$ cat config.mk
export PLATFORM = sky130hd
export DESIGN_NAME = buffer_ctrl
export DESIGN_NICKNAME = d
export VERILOG_FILES = /design/src/rtl/usb_buf_pkg.sv /design/src/rtl/buffer_ctrl.sv
export SDC_FILE = /design/constraint.sdc
export NUM_CORES = 1
export LEC_CHECK = 0
export CORE_ASPECT_RATIO = 1.1
export CORE_UTILIZATION = 47
export DETAILED_ROUTE_END_ITERATION = 10
export PLACE_DENSITY_LB_ADDON = 0.3
export SLEW_MARGIN = 40
export SYNTH_ARGS = -nofsm -noshare
export SYNTH_HDL_FRONTEND = slang
export SYNTH_SLANG_ARGS = --single-unit
$ cat constraint.sdc
create_clock -name clk -period 2.17 [get_ports clk]
set_input_delay 0.217 -clock clk [delete_from_list [all_inputs] [get_ports clk]]
set_output_delay 0.217 -clock clk [all_outputs]
set_load 0.005 [all_outputs]
$ cat src/rtl/usb_buf_pkg.sv
// Shared types and constants for the endpoint buffer controller.
// Latency: n/a (types and constants only).
// Backpressure: n/a.
package usb_buf_pkg;

  typedef enum logic [2:0] {
    IDLE,
    RX_RECV,
    RX_READY,
    TX_FILL,
    TX_START,
    TX_SEND
  } buf_state_t;

  localparam int BUF_DEPTH_C = 64;
  localparam int OCC_W       = 7;

endpackage

$ cat src/rtl/buffer_ctrl.sv
// Sequencer that arbitrates the shared endpoint buffer between USB RX, USB TX and AHB.
// Latency: every strobe/pulse is registered, 1 cycle after its cause; tx_packet_start 2 cycles after commit.
// Backpressure: none; RX packets arriving while the buffer is busy are refused with rx_nak.
//
// Ports:
//   clk, rst                      clock, async active-high reset
//   rx_packet_start/byte_valid/   USB RX events (pulses)
//     packet_end/packet_err
//   ahb_read_done, ahb_tx_write,  AHB slave events; ahb_tx_len sampled on ahb_tx_commit
//     ahb_tx_commit, ahb_tx_len,
//     ahb_clear_req
//   tx_byte_req, tx_packet_done   USB TX events (pulses)
//   buffer_occupancy              current fill level from data_buffer
//   store_rx_packet_data,         buffer strobes
//     get_tx_packet_data, clear
//   buffer_reserved,              status levels
//     rx_data_ready, ctrl_err
//   tx_packet_start, rx_nak       one-cycle notifications
module buffer_ctrl
  import usb_buf_pkg::*;
#(
  parameter int BUF_DEPTH = BUF_DEPTH_C
) (
  input  logic             clk,
  input  logic             rst,
  input  logic             rx_packet_start,
  input  logic             rx_byte_valid,
  input  logic             rx_packet_end,
  input  logic             rx_packet_err,
  input  logic             ahb_read_done,
  input  logic             ahb_tx_write,
  input  logic             ahb_tx_commit,
  input  logic [OCC_W-1:0] ahb_tx_len,
  input  logic             ahb_clear_req,
  input  logic             tx_byte_req,
  input  logic             tx_packet_done,
  input  logic [OCC_W-1:0] buffer_occupancy,
  output logic             store_rx_packet_data,
  output logic             get_tx_packet_data,
  output logic             clear,
  output logic             buffer_reserved,
  output logic             tx_packet_start,
  output logic             rx_data_ready,
  output logic             rx_nak,
  output logic             ctrl_err
);

  localparam int CNT_W = $clog2(BUF_DEPTH + 1);

  buf_state_t       state_q, state_d;
  logic [CNT_W-1:0] rx_cnt_q, rx_cnt_d;
  logic [CNT_W-1:0] tx_cnt_q, tx_cnt_d;
  logic             err_d;
  logic             store_d, get_d, clear_d, nak_d;
  logic             tx_start_d, reserved_d, ready_d;
  logic             rx_full;
  logic             commit_ok;

  assign rx_full   = (int'(rx_cnt_q) >= BUF_DEPTH);
  // A commit is only honoured if the announced length matches what AHB actually wrote.
  assign commit_ok = (ahb_tx_len == buffer_occupancy) && (ahb_tx_len != '0) &&
                     (int'(ahb_tx_len) <= BUF_DEPTH);

  always_comb begin
    state_d  = state_q;
    rx_cnt_d = rx_cnt_q;
    tx_cnt_d = tx_cnt_q;
    err_d    = ctrl_err;
    store_d  = 1'b0;
    get_d    = 1'b0;
    clear_d  = 1'b0;
    nak_d    = 1'b0;

    if (ahb_clear_req) begin
      // Flush overrides every other event in the same cycle.
      state_d  = IDLE;
      rx_cnt_d = '0;
      tx_cnt_d = '0;
      err_d    = 1'b0;
      clear_d  = 1'b1;
    end else begin
      case (state_q)
        IDLE: begin
          // RX has priority: a simultaneous AHB write is simply not started.
          if (rx_packet_start) begin
            state_d  = RX_RECV;
            rx_cnt_d = '0;
          end else if (ahb_tx_write) begin
            state_d = TX_FILL;
          end
        end
        RX_RECV: begin
          if (rx_packet_err) begin
            clear_d = 1'b1;
            state_d = IDLE;
          end else begin
            if (rx_byte_valid) begin
              if (rx_full) begin
                err_d = 1'b1;
              end else begin
                store_d  = 1'b1;
                rx_cnt_d = rx_cnt_q + CNT_W'(1);
              end
            end
            // An empty packet leaves nothing for AHB, so go straight back to IDLE.
            if (rx_packet_end) begin
              state_d = (rx_cnt_d != '0) ? RX_READY : IDLE;
            end
          end
        end
        RX_READY: begin
          nak_d = rx_packet_start;
          if (ahb_read_done || (buffer_occupancy == '0)) begin
            state_d = IDLE;
          end
        end
        TX_FILL: begin
          nak_d = rx_packet_start;
          if (ahb_tx_commit) begin
            if (commit_ok) begin
              tx_cnt_d = CNT_W'(ahb_tx_len);
              state_d  = TX_START;
            end else begin
              clear_d = 1'b1;
              err_d   = 1'b1;
              state_d = IDLE;
            end
          end
        end
        TX_START: begin
          nak_d   = rx_packet_start;
          state_d = TX_SEND;
        end
        TX_SEND: begin
          nak_d = rx_packet_start;
          if (tx_byte_req) begin
            if (tx_cnt_q != '0) begin
              get_d    = 1'b1;
              tx_cnt_d = tx_cnt_q - CNT_W'(1);
            end else begin
              err_d = 1'b1;
            end
          end
          // Ending with bytes left means the buffer holds stale data: flush it.
          if (tx_packet_done) begin
            state_d = IDLE;
            if (tx_cnt_d != '0) begin
              clear_d = 1'b1;
              err_d   = 1'b1;
            end
          end
        end
        default: state_d = IDLE;
      endcase
    end

    tx_start_d = (state_q == TX_START) && !ahb_clear_req;
    reserved_d = (state_d == RX_READY) || (state_d == TX_FILL);
    ready_d    = (state_d == RX_READY);
  end

  always_ff @(posedge clk or posedge rst) begin
    if (rst) begin
      state_q              <= IDLE;
      rx_cnt_q             <= '0;
      tx_cnt_q             <= '0;
      ctrl_err             <= 1'b0;
      store_rx_packet_data <= 1'b0;
      get_tx_packet_data   <= 1'b0;
      clear                <= 1'b0;
      buffer_reserved      <= 1'b0;
      tx_packet_start      <= 1'b0;
      rx_data_ready        <= 1'b0;
      rx_nak               <= 1'b0;
    end else begin
      state_q              <= state_d;
      rx_cnt_q             <= rx_cnt_d;
      tx_cnt_q             <= tx_cnt_d;
      ctrl_err             <= err_d;
      store_rx_packet_data <= store_d;
      get_tx_packet_data   <= get_d;
      clear                <= clear_d;
      buffer_reserved      <= reserved_d;
      tx_packet_start      <= tx_start_d;
      rx_data_ready        <= ready_d;
      rx_nak               <= nak_d;
    end
  end

endmodule

==> flow_summary.yaml, run 1 <==
finish:
  layout_common_cells: "33 x clkdlybuf4s50_1, 25 x dfrtp_1, 23 x nand2_1, 23 x buf_4, 15 x a21oi_1"
  multi_input_area_mm2: 0.00118
  drive_gt1_share_pct: 15.8
  layout_commonest_cell: "clkdlybuf4s50_1"
  seqCellArea_um2: 626
  diodes: 0
  fillers: 304
  area_growth_pct: 32.4
  nNetsFinal: 296
drt:
  num_vias: 1870
  wl_per_cell_um: 14.8
  firstDrtPassIters: 4
  ant_nets: 0
  drt-vias-per-instance: 5.92
  wirelength_um: 4670
  drc: 0
  drt-initial-drc-count: 108
clock_tree:
  clock_path_buffers: 2
  htree_levels: 1
  cts.sinks: 25
  cts_tree: "done"
  cts.reportedPaths.clkPinSlew_ns: 0.09
  clock_latency_ns: 0.28
  clockRootBuffer: "clkbuf_8"
  cts_buffers: 3
  holdBufCountCts: 0
grt:
  antenna_found_initial: 0
  grt_pass1_wl_um: 7710
  track_usage_pct: 24.5
  grt_start_max_net_pins: 26
  grt-ovfl-total: 0
  grt_pass1_vias: 1644
yosys:
  syn_area_per_cell_um2: 8.63
  async_reset_ff_share_pct: 100
  synth_top_flop_cell: "dfrtp_1"
  syn_nets: 245
  ys_ff_latch: 25
  ys_seq_area_share_pct: 33.6
  syn_inst: 216
  yosys_warnings: 0
  synth-edff-count: 0
  synth_area_mm2: 0.00186
  netlist-cell-type-count: 59
placement:
  gp_congestion: 0.845
  io_buffer_count: 33
  hpwl_um: 3510
setup_path:
  crit_end: "tx_cnt_q[1]"
  rr_startpoint: "tx_cnt_q[0]"
  rr_worst_depth: 7
  critPathRequiredTime_ns: 2.39
  critPathCaptureType: "flop"
  slowest_delay_ns: 0.52
  timing.rr.end: "tx_cnt_q[1]"
  start_kind: "flop"
  cp_max_fo: 5
  crit_type: "reg2reg"
  r2r_setup_slack_ns: 0.06
  worst_path_max_delay_cell: "or4b_4"
  cp.arrival_ns: 2.33
  crit_path_start: "tx_cnt_q[0]"
  path_cells: "inv_2 > ha_4 > or4b_4 > o31ai_4 > mux2_4 > o21a_1 > a21oi_2"
die:
  dieHeight_um: 68.0
  core_area_mm2: 0.00371
  fp.dieW_um: 62.0
  num_io_pins: 34
  die_area_mm2: 0.00422
  start_util_pct: 50.2
  num_rows: 23
power:
  clockPowerShare_pct: 27.5
  pwr-share-comb_pct: 24.5
  power_density_mw_per_mm2: 432
  p_switching_w: 0.000314
  p_seq_share_pct: 47.9
  power_w: 0.00107
  p_int_w: 0.000752
  vdd_drop_max_mv: 0.293
  p_leak_nw: 0.984
  swShare_pct: 29.5
sta:
  setup_viol: 0
  drv_slew: 0
  setup_tns_ns: 0
  relSlewSlack_pct: 70.0
  clock_skew_ns: 0.00223
  fin_crit_sh_pct: 97.5
  layout_min_cycle_time_ns: 2.11
  rsz0062_at_grt: "true"
  tightest_slew_ns: 0.449
  hold_viol: 0
  fmax_mhz: 473
hold_path:
  min_path_type: "in2async"
run_status:
  status: "completed"
job:
  cap_violations: 0
-- critical path, delay by kind of cell (launching register included) --
kind            cells  cell delay, ns
mux                 1            0.33
flops               1            0.41
simple gates        1            0.52
buf+inv             1            0.09
compound gates      3            0.57
fa+ha+maj           1            0.13
-- flip-flops by register name (all words and copies together), names as in the netlist --
name	count
buffer_reserved	1
tx_packet_start	1
store_rx_packet_data	1
get_tx_packet_data	1
ctrl_err	1
state_q	3
rx_cnt_q	7
clear	1
rx_nak	1
tx_cnt_q	7
rx_data_ready	1
-- logic make-up after synthesis --
group	count (synthesis)	share of synthesized area, %
fa+ha+maj	3	2.01
buf+inv	23	4.70
flops	25	33.6
simple gates	81	24.4
xor+xnor	10	4.70
mux	3	1.68
compound gates	71	28.9
-- metal layers --
| metal | up-vias | part of all wire (%) | track usage, % | wire length (um) |
|---|---|---|---|---|
| li1 | 911 | - | - | - |
| met1 | 872 | 47 | 37.0 | 2170 |
| met2 | 82 | 46 | 35.9 | 2130 |
| met3 | 5 | 6.6 | 2.65 | 307 |
| met4 | 0 | 1.2 | 7.50 | 56 |
| met5 | - | 0 | 0 | 0 |
-- power by group through the flow --
| stage | clock, W | sequential (W) | combinational (W) |
|---|---|---|---|
| after global placement | 0 | 0.000518 | 0.000256 |
| after floorplan | 0 | 0.000512 | 0.000134 |
| after CTS | 0.000295 | 0.000510 | 0.000261 |
| after global routing | 0.000317 | 0.000515 | 0.000291 |
| final | 0.000293 | 0.000511 | 0.000262 |
| after detailed placement | 0 | 0.000520 | 0.000259 |
-- stage by stage --
step                      std cells  instance area [um^2]  hold slack [ns]  utilization [%]  worst slack [ns]
final                           316                  2470            0.286             66.5            0.0551
after global routing            316                  2470            0.344             66.5           -0.0238
after CTS                       315                  2440            0.309             65.7            0.0237
after detailed placement        311                  2390            0.547             64.4           0.00557
after global placement          311                  2390            0.533             64.4            0.0562
after floorplan                 216                  1870            0.244                -           -0.0107
-- how the worst min path moves through the flow --
stage,to,cells past startpoint
global placement,ctrl_err,2
detailed placement,ctrl_err,2
CTS,tx_packet_start,3
finish,tx_cnt_q[3],3
global route,rx_cnt_q[2],3
floorplan,buffer_reserved,1
-- what timing repair did --
item                       CTS  global route
setup buffers                0             1
setup endpoints to repair    0             5
gates resized for setup      0             6
-- cells in the mapped netlist (3+ instances only) --
library cell,number,share of area [%]
nand3_1,6,1.6
a21oi_1,16,4.3
nor3_1,5,1.3
inv_1,13,2.6
o31ai_1,5,2.0
nand2b_1,6,2.0
o21ai_0,13,3.5
xnor2_1,8,3.8
clkbuf_1,9,1.8
a31oi_1,3,1.0
nor3b_1,3,1.2
ha_1,3,2.0
nor2_1,13,2.6
o32ai_1,3,1.4
nor4_1,4,1.3
nand2_1,23,4.6
dfrtp_1,25,34
a211oi_1,4,1.6
-- final cells by class --
cell class | count | share of cell area (%)
clock buffer | 3 | 1.67
timing repair buffer | 56 | 20.4
sequential | 25 | 25.4
inverter | 13 | 1.98
multi-input combinational | 168 | 47.8
tap | 50 | 2.54
clock inverter | 1 | 0.304
Note: power is estimated with default switching activity, not from simulation.
==> inputs of run 2 (changes only) <==
REMOVE_ABC_BUFFERS = 1   (was default)
==> run 2 against run 1 <==
Against the previous run:
- register-to-register slack lost 0.02 ns
- sequential share of layout area shrank 0.30 points
- utilization grew 0.81 points
- cell count grew 1.3%
- critical path depth is the same
- largest cell class unchanged
- combinational power grew 4%
- die area is the same
- sequential power is essentially flat
- global-route usage grew 2.4 points
- clock power shrank 2%
- hold slack gained 0.0035 ns
- critical endpoint unchanged
- cell area grew 1.2%
==> flow_summary.yaml, run 2 (synthesized netlist as in run 1, its figures left out) <==
run_status:
  status: "completed"
sta:
  fin_crit_sh_pct: 98.3
  fmax_mhz: 469
  hold_viol: 0
  relSlewSlack_pct: 61.3
  drv_slew: 0
  clock_skew_ns: 0.00108
  setup_viol: 0
  tightest_slew_ns: 0.573
  rsz0062_at_grt: "true"
  layout_min_cycle_time_ns: 2.13
finish:
  layout_common_cells: "33 x clkdlybuf4s50_1, 27 x buf_4, 25 x dfrtp_1, 23 x nand2_1, 14 x a21oi_1"
  multi_input_area_mm2: 0.00118
  fillers: 293
  utilization_pct: 67.3
  seqCellArea_um2: 626
  area_growth_pct: 34.0
  nNetsFinal: 300
  reg.largest.list: "rx_cnt_q: 7 flops, tx_cnt_q: 7 flops, state_q: 3 flops"
  fin_area_mm2: 0.00250
  diodes: 0
  drive_gt1_share_pct: 17.0
  final_cells: 320
  layout_commonest_cell: "clkdlybuf4s50_1"
clock_tree:
  cts.sinks: 25
  clock_path_buffers: 2
  htree_levels: 1
  clock_latency_ns: 0.27
  cts_buffers: 3
  clockRootBuffer: "clkbuf_8"
  cts_tree: "done"
  cts.reportedPaths.clkPinSlew_ns: 0.09
grt:
  grt_start_max_net_pins: 26
  antenna_found_initial: 0
  track_usage_pct: 26.8
  grt-ovfl-total: 0
  grt_pass1_wl_um: 8330
  grt_pass1_vias: 1850
die:
  core_area_mm2: 0.00371
  dieHeight_um: 68.0
  fp.dieW_um: 62.0
  start_util_pct: 50.2
  num_rows: 23
  num_io_pins: 34
  die_area_mm2: 0.00422
drt:
  drt-vias-per-instance: 6.08
  wl_per_cell_um: 16.1
  wirelength_um: 5160
  num_vias: 1944
  drt-initial-drc-count: 126
  ant_nets: 0
  firstDrtPassIters: 6
  drc: 0
setup_path:
  crit_type: "reg2reg"
  cp_top_family: "compound AO/OA/AOI/OAI gates"
  slowest_delay_ns: 0.52
  cp.arrival_ns: 2.34
  critPathRequiredTime_ns: 2.38
  worst_path_max_delay_cell: "or4b_4"
  worst-path-stages: 7
  rr_worst_depth: 7
  critPathCaptureType: "flop"
  cp_max_fo: 5
  start_kind: "flop"
  worst-path-buf-inv: 1
  path_cells: "inv_2 > ha_4 > or4b_4 > o31ai_4 > mux2_4 > o21a_1 > a21oi_2"
hold_path:
  min_path_type: "in2async"
power:
  power_w: 0.00107
  p_leak_nw: 1.00
  power_density_mw_per_mm2: 428
  vdd_drop_max_mv: 0.307
placement:
  gp_congestion: 0.919
  hpwl_um: 3880
  dp_cells: 313
  placed_cell_area_mm2: 0.00240
  io_buffer_count: 33
job:
  cap_violations: 0
[run 2: changes by cell type in the layout (fill, tap and decap cells not counted)]
cell / change
a21oi_1: -1
clkbuf_1: +1
clkinvlp_4: -1
a21oi_2: +1
buf_4: +4
[run 2: worst register-to-register path, stage by stage (launching register included)]
cell,delay [ns]
dfrtp_1,0.39
inv_2,0.10
ha_4,0.13
or4b_4,0.52
o31ai_4,0.31
mux2_4,0.34
o21a_1,0.18
a21oi_2,0.10
[run 2: power breakdown]
group,internal (W),switching [W]
Sequential,0.000486,0.0000238
Clock,0.000132,0.000156
Combinational,0.000136,0.000137
[run 2: repair_timing]
action,in CTS,in global routing
hold buffers,0,0
buffers inserted,0,3
endpoints found under the setup margin,1,7
gates resized for setup,1,7
pin swaps,0,3
[run 2: path summary, 6_finish.rpt]
check / start / endpoint / slack [ns]
hold / removal: rst / clear / 0.29
setup / recovery: tx_cnt_q[0] / tx_cnt_q[1] / 0.04
max in group asynchronous: rst / tx_cnt_q[3] / 1.63
setup reg to reg: tx_cnt_q[0] / tx_cnt_q[1] / 0.04
min in group clk: ctrl_err / ctrl_err / 0.55
hold reg to reg: ctrl_err / ctrl_err / 0.55
[run 2: routing by layer]
| layer | wire length [um] | GRT usage (%) | vias up |
|---|---|---|---|
| met3 | 317 | 4.35 | 17 |
| met2 | 2500 | 41.9 | 84 |
| li1 | - | - | 921 |
| met1 | 2160 | 34.6 | 922 |
| met5 | 0 | 0 | - |
| met4 | 187 | 15.3 | 0 |
[run 2: layout make-up]
class	instances	area share, %
multi-input cells	168	47.3
flip-flops and latches	25	25.1
repair buffers	60	21.3
well taps	50	2.51
inverters	13	1.95
clock buffers	4	1.80
[run 2: metrics by stage]
| step | worst slack [ns] | hold WS, ns | TNS [ns] |
|---|---|---|---|
| 2_1_floorplan | -0.0799 | 0.244 | -0.127 |
| 3_3_place_gp | -0.0312 | 0.534 | -0.0616 |
| 3_5_place_dp | -0.0805 | 0.528 | -0.379 |
| 4_1_cts | 0.00450 | 0.303 | 0 |
| 5_1_grt | -0.0400 | 0.344 | -0.0924 |
| 6_report | 0.0380 | 0.290 | 0 |
==> inputs of run 3 (changes only) <==
CORE_ASPECT_RATIO = 1.75   (was 1.1)
==> run 3 against run 2 <==
Against the previous run:
- clock power is 3% lower
- total power is 0.74% lower
- global-route usage is 0.61 points lower
- first-iteration DRC count is 44% lower
- critical path depth is 1 lower
- flip-flop and latch count stayed put
- non-clock buffer count is 5 higher
- via count is 3.0% lower
- critical endpoint is now clear
- hold slack better by 0.0011 ns
- cell area is 1.6% higher
==> flow_summary.yaml, run 3 (synthesized netlist as in run 1, its figures left out) <==
run_status:
  status: "completed"
placement:
  dp_cells: 314
  gp_congestion: 0.910
  hpwl_um: 4010
  io_buffer_count: 33
grt:
  grt_pass1_vias: 1909
  track_usage_pct: 26.2
  antenna_found_initial: 0
  grt_start_max_net_pins: 26
  grt-ovfl-total: 0
  grt_pass1_wl_um: 8670
setup_path:
  start_kind: "flop"
  cp.arrival_ns: 2.32
  cp_max_fo: 4
  critPathRequiredTime_ns: 2.33
  crit_type: "reg2reg"
  critPathCaptureType: "flop"
clock_tree:
  cts_buffers: 3
  cts_tree: "done"
  cts.sinks: 25
  clockRootBuffer: "clkbuf_8"
  cts.reportedPaths.clkPinSlew_ns: 0.09
  clock_latency_ns: 0.26
  htree_levels: 1
  clock_path_buffers: 2
  holdBufCountCts: 0
sta:
  setup_viol: 0
  timing.hold.ws_ns: 0.291
  fmax_mhz: 463
  hold_viol: 0
  clock_skew_ns: 0.00209
  tightest_slew_ns: 0.607
  rsz0062_at_grt: "true"
  layout_min_cycle_time_ns: 2.16
  drv_slew: 0
  fin_crit_sh_pct: 99.6
  relSlewSlack_pct: 59.0
die:
  core_area_mm2: 0.00370
  fp.dieW_um: 49.6
  num_io_pins: 34
  dieHeight_um: 85.3
  die_area_mm2: 0.00423
  num_rows: 29
  start_util_pct: 50.3
finish:
  final_cells: 321
  layout_commonest_cell: "clkdlybuf4s50_1"
  reg.largest.list: "rx_cnt_q: 7 flops, tx_cnt_q: 7 flops, state_q: 3 flops"
  area_growth_pct: 36.2
  utilization_pct: 68.6
  diodes: 0
  nNetsFinal: 305
  drive_gt1_share_pct: 18.5
  layout_common_cells: "33 x clkdlybuf4s50_1, 31 x buf_4, 25 x dfrtp_1, 23 x nand2_1, 16 x a21oi_1"
drt:
  wl_per_cell_um: 16.3
  wirelength_um: 5230
  drt-vias-per-instance: 5.88
  drt-initial-drc-count: 70
  num_vias: 1886
  drc: 0
  firstDrtPassIters: 4
  ant_nets: 0
power:
  power_density_mw_per_mm2: 419
  vdd_drop_max_mv: 0.278
  p_leak_nw: 1.03
hold_path:
  min_path_type: "in2async"
job:
  cap_violations: 0
[run 3: report_power, final]
part / leakage (nW) / switching (W) / internal (W)
clock network: 0.0255 / 0.000148 / 0.000128
registers: 0.342 / 0.0000208 / 0.000486
logic: 0.666 / 0.000136 / 0.000142
[run 3: layout make-up]
cell class / count / area, um^2
flip-flops and latches: 25 / 626
clock buffers: 3 / 41.3
clock inverters: 1 / 5.00
repair buffers: 65 / 574
multi-input cells: 168 / 1180
well taps: 46 / 57.6
inverters: 13 / 48.8
fillers: 319 / 1160
[run 3: metrics by stage]
stage / power [W] / worst slack, ns / setup TNS [ns] / cell area [um^2]
3_5_place_dp: 0.000792 / -0.132 / -0.317 / 2430
4_1_cts: 0.00107 / 0.00513 / 0 / 2500
5_1_grt: 0.00112 / -0.0110 / -0.0206 / 2540
2_1_floorplan: 0.000641 / -0.0799 / -0.127 / 1820
6_report: 0.00106 / 0.00902 / 0 / 2540
3_3_place_gp: 0.000786 / -0.0247 / -0.0605 / 2430
[run 3: final timing paths]
path,end,depth (start not counted),startpoint,slack [ns]
min in group clk,rx_cnt_q[5],1,rx_cnt_q[5],0.57
max reg2reg,clear,6,tx_cnt_q[0],0.009
max in group asynchronous,tx_cnt_q[4],3,rst,1.62
min,clear,3,rst,0.29
min reg2reg,rx_cnt_q[5],1,rx_cnt_q[5],0.57
max,clear,6,tx_cnt_q[0],0.009
[run 3: worst max-delay path, cell delays in order, from the launching register on]
cell and delay, ns:
dfrtp_1 0.43, inv_2 0.09, ha_4 0.14, or4b_4 0.51, a2111oi_4 0.34, a2bb2o_2 0.31, a31o_1 0.22
[run 3: per-layer routing]
metal,GRT usage [%],vias up,share of wire [%]
li1,-,927,-
met5,0,-,0
met3,1.79,6,2.5
met4,9.87,0,1.2
met2,51.1,49,57
met1,28.1,904,39
[run 3: timing repair]
action	4_1_cts	5_1_grt
endpoints found under the hold margin	0	0
setup endpoints to repair	2	5
pin swaps	1	3
gates resized for setup	4	5
buffers inserted	1	2
